--- src/rtl/vga_pkg.sv ---
// Shared constants and types for the VGA grid display: default 640x480@60 timing,
// colour type and the swap handshake state encoding.
package vga_pkg;
  localparam int CNT_W = 10;
  typedef logic [CNT_W-1:0] cnt_t;

  localparam int DEF_COLOR_W = 3;
  typedef logic [DEF_COLOR_W-1:0] color_t;
  localparam color_t WHITE = 3'b111;
  localparam color_t BLACK = 3'b000;

  localparam int DEF_H_ACTIVE = 640;
  localparam int DEF_H_FP     = 16;
  localparam int DEF_H_SYNC   = 96;
  localparam int DEF_H_BP     = 48;
  localparam int DEF_V_ACTIVE = 480;
  localparam int DEF_V_FP     = 10;
  localparam int DEF_V_SYNC   = 2;
  localparam int DEF_V_BP     = 33;

  typedef enum logic {SWAP_IDLE, SWAP_PENDING} swap_state_t;
endpackage

--- src/rtl/vga_timing_gen.sv ---
// Stage-0 raster counters and raw sync/active flags, advancing on the pixel enable.
module vga_timing_gen import vga_pkg::*; #(
  parameter int H_ACTIVE = DEF_H_ACTIVE,
  parameter int H_FP     = DEF_H_FP,
  parameter int H_SYNC   = DEF_H_SYNC,
  parameter int H_BP     = DEF_H_BP,
  parameter int V_ACTIVE = DEF_V_ACTIVE,
  parameter int V_FP     = DEF_V_FP,
  parameter int V_SYNC   = DEF_V_SYNC,
  parameter int V_BP     = DEF_V_BP
) (
  input  logic clock,
  input  logic reset_n,
  input  logic pix_en,
  output cnt_t h,
  output cnt_t v,
  output logic hsync_raw,
  output logic vsync_raw,
  output logic active,
  output logic vblank_tick
);
  localparam int H_TOTAL = H_ACTIVE + H_FP + H_SYNC + H_BP;
  localparam int V_TOTAL = V_ACTIVE + V_FP + V_SYNC + V_BP;

  logic h_last, v_last;
  assign h_last = (h == cnt_t'(H_TOTAL - 1));
  assign v_last = (v == cnt_t'(V_TOTAL - 1));

  always_ff @(posedge clock) begin
    if (!reset_n) begin
      h <= '0;
      v <= '0;
    end else if (pix_en) begin
      if (h_last) begin
        h <= '0;
        v <= v_last ? '0 : v + cnt_t'(1);
      end else begin
        h <= h + cnt_t'(1);
      end
    end
  end

  assign hsync_raw = !((h >= cnt_t'(H_ACTIVE + H_FP)) && (h < cnt_t'(H_ACTIVE + H_FP + H_SYNC)));
  assign vsync_raw = !((v >= cnt_t'(V_ACTIVE + V_FP)) && (v < cnt_t'(V_ACTIVE + V_FP + V_SYNC)));
  assign active    = (h < cnt_t'(H_ACTIVE)) && (v < cnt_t'(V_ACTIVE));
  // Tick on which the counters step onto the first vblank line at h=0.
  assign vblank_tick = pix_en && h_last && (v == cnt_t'(V_ACTIVE - 1));
endmodule

--- src/rtl/vga_grid_display.sv ---
// Double-buffered cell grid scaled onto a VGA raster; buffers exchange only at
// vblank start so the displayed frame never tears.
module vga_grid_display import vga_pkg::*; #(
  parameter int GRID_W    = 10,
  parameter int GRID_H    = 20,
  parameter int COLOR_W   = DEF_COLOR_W,
  parameter int CELL_PX   = 16,
  parameter int ORIGIN_X  = 240,
  parameter int ORIGIN_Y  = 80,
  parameter int BORDER_PX = 2,
  parameter logic [COLOR_W-1:0] BORDER_COLOR = COLOR_W'(WHITE),
  parameter logic [COLOR_W-1:0] BG_COLOR     = COLOR_W'(BLACK),
  parameter int H_ACTIVE  = DEF_H_ACTIVE,
  parameter int H_FP      = DEF_H_FP,
  parameter int H_SYNC    = DEF_H_SYNC,
  parameter int H_BP      = DEF_H_BP,
  parameter int V_ACTIVE  = DEF_V_ACTIVE,
  parameter int V_FP      = DEF_V_FP,
  parameter int V_SYNC    = DEF_V_SYNC,
  parameter int V_BP      = DEF_V_BP
) (
  input  logic                        clock,
  input  logic                        reset_n,
  input  logic                        pix_en,
  input  logic                        wr_en,
  input  logic [$clog2(GRID_W)-1:0]   wr_x,
  input  logic [$clog2(GRID_H)-1:0]   wr_y,
  input  logic [COLOR_W-1:0]          wr_color,
  output logic                        wr_ready,
  input  logic                        swap_req,
  output logic                        swap_done,
  output logic [COLOR_W-1:0]          vga_pixel,
  output logic                        hsync_out,
  output logic                        vsync_out,
  output logic                        in_display,
  output logic [9:0]                  count_x,
  output logic [9:0]                  count_y
);
  localparam int XW      = $clog2(GRID_W);
  localparam int YW      = $clog2(GRID_H);
  localparam int DEPTH   = GRID_W * GRID_H;
  localparam int AW      = $clog2(DEPTH);
  localparam int CELL_SH = $clog2(CELL_PX);
  localparam int OW      = CNT_W + 2;
  localparam logic signed [OW-1:0] OX    = OW'(ORIGIN_X);
  localparam logic signed [OW-1:0] OY    = OW'(ORIGIN_Y);
  localparam logic signed [OW-1:0] GPX_W = OW'(GRID_W * CELL_PX);
  localparam logic signed [OW-1:0] GPX_H = OW'(GRID_H * CELL_PX);
  localparam logic signed [OW-1:0] B_LO  = OW'(-BORDER_PX);
  localparam logic signed [OW-1:0] BX_HI = OW'(GRID_W * CELL_PX + BORDER_PX);
  localparam logic signed [OW-1:0] BY_HI = OW'(GRID_H * CELL_PX + BORDER_PX);

  typedef logic [COLOR_W-1:0] pix_t;

  // ---------------- stage 0: raster ----------------
  cnt_t h0, v0;
  logic hs0, vs0, act0, vblank_tick;

  vga_timing_gen #(
    .H_ACTIVE(H_ACTIVE), .H_FP(H_FP), .H_SYNC(H_SYNC), .H_BP(H_BP),
    .V_ACTIVE(V_ACTIVE), .V_FP(V_FP), .V_SYNC(V_SYNC), .V_BP(V_BP)
  ) u_timing (
    .clock      (clock),
    .reset_n    (reset_n),
    .pix_en     (pix_en),
    .h          (h0),
    .v          (v0),
    .hsync_raw  (hs0),
    .vsync_raw  (vs0),
    .active     (act0),
    .vblank_tick(vblank_tick)
  );

  logic signed [OW-1:0] dx, dy;
  logic gx_in, gy_in, bx_in, by_in, grid0, border0;
  logic [XW-1:0] cx;
  logic [YW-1:0] cy;
  logic [AW-1:0] addr0;

  always_comb begin
    dx      = $signed({2'b00, h0}) - OX;
    dy      = $signed({2'b00, v0}) - OY;
    gx_in   = !dx[OW-1] && (dx < GPX_W);
    gy_in   = !dy[OW-1] && (dy < GPX_H);
    bx_in   = (dx >= B_LO) && (dx < BX_HI);
    by_in   = (dy >= B_LO) && (dy < BY_HI);
    grid0   = gx_in && gy_in;
    // Border is the frame of the enlarged rectangle; collapses to nothing at width 0.
    border0 = bx_in && by_in && !grid0;
    cx      = dx[CELL_SH +: XW];
    cy      = dy[CELL_SH +: YW];
    addr0   = grid0 ? AW'(int'(cy) * GRID_W + int'(cx)) : '0;
  end

  // ---------------- stage 1: classification registers ----------------
  cnt_t h1, v1;
  logic hs1, vs1, act1, grid1, border1;
  logic [AW-1:0] addr1;

  // ---------------- frame buffers ----------------
  pix_t bank0 [DEPTH];
  pix_t bank1 [DEPTH];
  logic front_sel;
  logic wr_ok;
  logic [AW-1:0] wr_addr;
  pix_t rd_data;

  assign wr_ok   = wr_en && wr_ready && (int'(wr_x) < GRID_W) && (int'(wr_y) < GRID_H);
  assign wr_addr = AW'(int'(wr_y) * GRID_W + int'(wr_x));

  always_ff @(posedge clock) begin
    if (wr_ok && front_sel) bank0[wr_addr] <= wr_color;
  end

  always_ff @(posedge clock) begin
    if (wr_ok && !front_sel) bank1[wr_addr] <= wr_color;
  end

  assign rd_data = front_sel ? bank1[addr1] : bank0[addr1];

  // ---------------- swap handshake ----------------
  swap_state_t state, state_nx;
  logic swap_fire;

  always_ff @(posedge clock) begin
    if (!reset_n) state <= SWAP_IDLE;
    else          state <= state_nx;
  end

  always_comb begin
    state_nx  = state;
    swap_fire = 1'b0;
    case (state)
      SWAP_IDLE:    if (swap_req) state_nx = SWAP_PENDING;
      SWAP_PENDING: if (vblank_tick) begin
        swap_fire = 1'b1;
        // A request landing on the swap point queues the next frame's exchange.
        state_nx  = swap_req ? SWAP_PENDING : SWAP_IDLE;
      end
      default:      state_nx = SWAP_IDLE;
    endcase
  end

  always_ff @(posedge clock) begin
    if (!reset_n) begin
      front_sel <= 1'b0;
      swap_done <= 1'b0;
    end else begin
      swap_done <= swap_fire;
      if (swap_fire) front_sel <= !front_sel;
    end
  end

  assign wr_ready = (state == SWAP_IDLE);

  // ---------------- stages 1 and 2 ----------------
  always_ff @(posedge clock) begin
    if (!reset_n) begin
      h1         <= '0;
      v1         <= '0;
      hs1        <= 1'b1;
      vs1        <= 1'b1;
      act1       <= 1'b0;
      grid1      <= 1'b0;
      border1    <= 1'b0;
      addr1      <= '0;
      count_x    <= '0;
      count_y    <= '0;
      hsync_out  <= 1'b1;
      vsync_out  <= 1'b1;
      in_display <= 1'b0;
      vga_pixel  <= '0;
    end else if (pix_en) begin
      h1         <= h0;
      v1         <= v0;
      hs1        <= hs0;
      vs1        <= vs0;
      act1       <= act0;
      grid1      <= grid0;
      border1    <= border0;
      addr1      <= addr0;
      count_x    <= h1;
      count_y    <= v1;
      hsync_out  <= hs1;
      vsync_out  <= vs1;
      in_display <= act1;
      if (!act1)        vga_pixel <= '0;
      else if (grid1)   vga_pixel <= rd_data;
      else if (border1) vga_pixel <= BORDER_COLOR;
      else              vga_pixel <= BG_COLOR;
    end
  end
endmodule

--- config.mk ---
export PLATFORM = sky130hd
export DESIGN_NAME = vga_grid_display
export DESIGN_NICKNAME = d
export VERILOG_FILES = /design/src/rtl/vga_pkg.sv /design/src/rtl/vga_timing_gen.sv /design/src/rtl/vga_grid_display.sv
export SDC_FILE = /design/constraint.sdc
export NUM_CORES = 1
export LEC_CHECK = 0
export ABC_AREA = 0
export ABC_CLOCK_PERIOD_IN_PS = 5000
export BUFFER_PORTS_ARGS = -buffer_cell sky130_fd_sc_hd__buf_2
export CELL_PAD_IN_SITES_DETAIL_PLACEMENT = 1
export CELL_PAD_IN_SITES_GLOBAL_PLACEMENT = 1
export CORE_UTILIZATION = 45
export DETAILED_ROUTE_END_ITERATION = 8
export PLACE_DENSITY = 0.76
export RECOVER_POWER = 50
export SYNTH_ARGS = -nofsm -noshare
export SYNTH_HDL_FRONTEND = slang
export SYNTH_SLANG_ARGS = --single-unit
--- constraint.sdc ---
create_clock -name clock -period 5 [get_ports clock]
set_input_delay 0.5 -clock clock [delete_from_list [all_inputs] [get_ports clock]]
set_output_delay 0.5 -clock clock [all_outputs]
set_load 0.02 [all_outputs]
==> impl_table.tex <==
\begin{tabular}{lr}
\hline
Metric & Value \\
\hline
\multicolumn{2}{l}{\textbf{STA}} \\
\quad Setup TNS after final layout & 0 ns \\
\quad Unrepaired setup endpoints after global routing & no \\
\quad Final setup violation count & 0 \\
\quad Worst-case clock skew & 0.0203 ns \\
\quad Worst slew margin relative to its limit & -216\% \\
\quad Pins over their slew limit & 570 \\
\quad Part of the cycle the worst path needs & 90.7\% \\
\quad Period minus WS final & 4.53 ns \\
\quad Number of failing hold endpoints at the final stage & 0 \\
\quad Maximum clock frequency & 221 MHz \\
\quad Slew @ Worst Pin & 4.74 ns \\
\multicolumn{2}{l}{\textbf{Setup path}} \\
\quad Capture point of the worst reg-to-reg path & addr1[7] \\
\quad Path depth of the worst reg2reg path & 15 \\
\quad Critical path required time & 5.52 ns \\
\quad Arrival time at the worst endpoint & 5.05 ns \\
\quad Worst reg2reg path startpoint & u\_timing.v[4] \\
\quad R2R setup slack & 0.47 ns \\
\quad Endpoint class of the critical path & register \\
\quad Termination of the worst setup path & addr1[7] \\
\quad Highest net fanout along the worst path & 9 \\
\quad Critical Setup Path Class & register to register \\
\quad Element type at the critical path start & register \\
\quad Origin of the worst setup path & u\_timing.v[4] \\
\multicolumn{2}{l}{\textbf{Run status}} \\
\quad Run status & finished, violations left \\
\quad Violated checks & max-capacitance violations, max-slew violations \\
\multicolumn{2}{l}{\textbf{Yosys}} \\
\quad Cell type contributing the most total cell area after synthesis & edfxtp\_1 \\
\quad Proportion of synthesized flip-flops having asynchronous set or reset & 0\% \\
\quad Net count after synthesis & 3081 \\
\quad Register area share after synthesis & 71.8\% \\
\quad Post-Syn Instances & 3031 \\
\quad Number of enable flip-flop cells after synthesis & 1200 \\
\quad Total of flip-flops plus latches after synthesis & 1290 \\
\quad Largest cells by area after synthesis & edfxtp\_1, mux4\_2, nor2\_1, dfxtp\_1, mux2i\_1 \\
\quad Netlist cell types & 70 \\
\quad Avg Cell Area, Syn & 17.4 um\^{}2 \\
\quad Fraction of post-synthesis cell area in the top cell type by area & 68.4\% \\
\quad Synth Flop Type & edfxtp\_1 \\
\quad Synth warn & 0 \\
\quad Post-synthesis instance area & 52700 um\^{}2 \\
\multicolumn{2}{l}{\textbf{Final layout}} \\
\quad Antenna diode instance count & 0 \\
\quad Most frequent cells in the layout & edfxtp\_1, nor2\_1, mux4\_2 \\
\quad Multi-input gate area & 13700 um\^{}2 \\
\quad Fill cell count & 10700 \\
\quad Most frequent standard cell in the layout excluding fill and tap cells & edfxtp\_1 \\
\quad Area growth syn-to-layout & 12.1\% \\
\quad Fraction of final layout cells with drive strength greater than 1 & 20.0\% \\
\quad FF/Latch Area & 37900 um\^{}2 \\
\quad Final nets & 3172 \\
\multicolumn{2}{l}{\textbf{Die}} \\
\quad Row count & 125 \\
\quad Initial Utilization & 45.4\% \\
\quad Boundary pin count & 45 \\
\quad Height of the die & 344 um \\
\quad Die area & 118000 um\^{}2 \\
\quad Horizontal extent of the die & 344 um \\
\quad Area of the core & 116000 um\^{}2 \\
\multicolumn{2}{l}{\textbf{Clock tree}} \\
\quad CTS tree & done \\
\quad Clock-pin slew on the worst setup and hold paths & 0.06 ns \\
\quad Clock sinks & 1290 \\
\quad Cell chosen for the clock root & clkbuf\_16 \\
\quad Insertion delay of the later-clocked pin in the worst-skew pair & 0.74 ns \\
\quad Setup Fix Bufs, Post-CTS & 0 \\
\quad CTS buffer count & 133 \\
\quad Clk buf depth & 3 \\
\quad H-tree depth & 4 \\
\multicolumn{2}{l}{\textbf{Hold path}} \\
\quad Startpoint of the worst hold path & reset\_n \\
\quad Path type of the worst min-delay path & input port to register \\
\multicolumn{2}{l}{\textbf{Global routing}} \\
\quad Maximum number of pins on one net before global-route repair & 156 \\
\quad Total overflow reported by the global router & 0 \\
\quad Total routing resource utilization after global routing & 24.2\% \\
\quad Global-route wire length before repair & 209000 um \\
\quad Via count of the first global-routing pass & 30600 \\
\quad Initial antenna violation count & 3 \\
\multicolumn{2}{l}{\textbf{Power}} \\
\quad Pwr dens & 378 nW/um\^{}2 \\
\quad Leakage Power & 0.0180 uW \\
\quad Worst-case vdd ir drop & 0.000327 V \\
\quad Post-route total power & 22400 uW \\
\multicolumn{2}{l}{\textbf{Detailed routing}} \\
\quad Routed wirelength normalized by instance count & 30.1 um \\
\quad DRC marker count from the first detailed-route iteration & 3290 \\
\quad Final WL & 143000 um \\
\quad Number of nets with antenna violations after routing & 0 \\
\quad Total iterations of the first detailed-routing run & 5 \\
\quad DRC & 0 \\
\quad DR vias & 29300 \\
\quad Drt via density & 6.16 \\
\multicolumn{2}{l}{\textbf{Placed design}} \\
\quad DP HPWL & 88200 um \\
\quad Final RePlAce weighted congestion & 0.853 \\
\quad IO Port Bufs & 44 \\
\multicolumn{2}{l}{\textbf{Run}} \\
\quad Number of maximum-capacitance violations & 5 \\
\hline
\end{tabular}
-- through the flow --
stage | util, % | cells | worst slack [ns] | hold WS [ns] | instance area, um^2
floorplan | - | 3031 | 1.21 | 0.440 | 52700
global placement | 47.1 | 4510 | 0.298 | 0.455 | 54800
detailed placement | 47.1 | 4510 | 0.0762 | 0.476 | 54800
CTS | 50.9 | 4752 | 0.546 | 0.0357 | 59100
global route | 50.8 | 4752 | 0.189 | 0.245 | 59100
finish | 50.8 | 4752 | 0.466 | 0.213 | 59100
-- critical path, stage by stage, from the launching register on --
cell and delay (ns):
dfxtp_1 0.54, inv_1 0.24, ha_1 0.34, nor2b_1 0.21, nor2_1 0.07, xnor2_1 0.29, inv_1 0.08, ha_1 0.32
inv_1 0.07, fa_1 0.56, or4_1 0.58, o311ai_0 0.40, a21oi_1 0.16, xnor2_1 0.18, a2bb2oi_1 0.18, nor2_1 0.10
-- cell usage after synthesis (21+ instances only) --
cell type	instances
buf_4	22
nand3_1	41
edfxtp_1	1200
mux2i_1	130
nand2_1	120
a22oi_1	24
o21ai_0	21
mux4_2	276
clkbuf_1	103
a21oi_1	52
buf_2	33
inv_1	27
nor2_1	509
ha_1	29
dfxtp_1	90
nor2b_1	21
nor3_1	22
-- worst min path at each step --
stage          cells after the start        end
5_1_grt                            2  hsync_out
3_5_place_dp                       2        vs1
4_1_cts                            2  hsync_out
3_3_place_gp                       2  vsync_out
6_report                           2  hsync_out
2_1_floorplan                      2  vsync_out
-- routing by layer --
| metal | up-vias | GRT usage (%) | wire (um) |
|---|---|---|---|
| met5 | - | 0 | 14 |
| met4 | 2 | 8.05 | 4430 |
| met3 | 270 | 4.54 | 11800 |
| met2 | 1503 | 40.7 | 71800 |
| met1 | 15400 | 31.8 | 54900 |
| li1 | 12100 | - | - |
-- where the power goes --
| part | switching, uW | total, uW | internal, uW |
|---|---|---|---|
| Sequential | 6.77 | 11800 | 11800 |
| Clock | 4240 | 9910 | 5670 |
| Combinational | 535 | 633 | 97.7 |
-- kinds of logic (layout without fill, tap and decap cells) --
| group | Yosys count | in the layout | synth area share, % |
|---|---|---|---|
| AO/OA/AOI/OAI | 223 | 223 | 2.95 |
| XOR/XNOR | 36 | 36 | 0.598 |
| adder cells (fa/ha/maj) | 33 | 33 | 0.840 |
| buffers and inverters | 225 | 422 | 2.35 |
| flip-flops | 1290 | 1290 | 71.8 |
| multiplexers | 434 | 434 | 15.1 |
| AND/OR/NAND/NOR | 790 | 790 | 6.32 |
-- flip-flops by register name, indices dropped and copies added, names as in the netlist, 3 cells and up, named ones only --
signal / count
count_y: 10
addr1: 8
h1: 10
bank0: 600
v1: 10
u_timing.h: 10
count_x: 10
vga_pixel: 3
bank1: 600
u_timing.v: 10
-- layout make-up --
cell class,instances,area share (%)
Inverter,30,0.191
Clock buffer,162,5.88
Tap cell,1524,3.23
Timing Repair Buffer,151,2.07
Sequential cell,1290,64.1
Multi-Input combinational cell,1516,23.1
Clock inverter,79,1.46
-- what timing repair did --
item / 4_1_cts / 5_1_grt
hold buffers: 1 / 0
setup endpoints to repair: 0 / 0
hold endpoints to repair: 1 / 0
resized for setup: 0 / 0
Note: power is estimated with default switching activity, not from simulation.
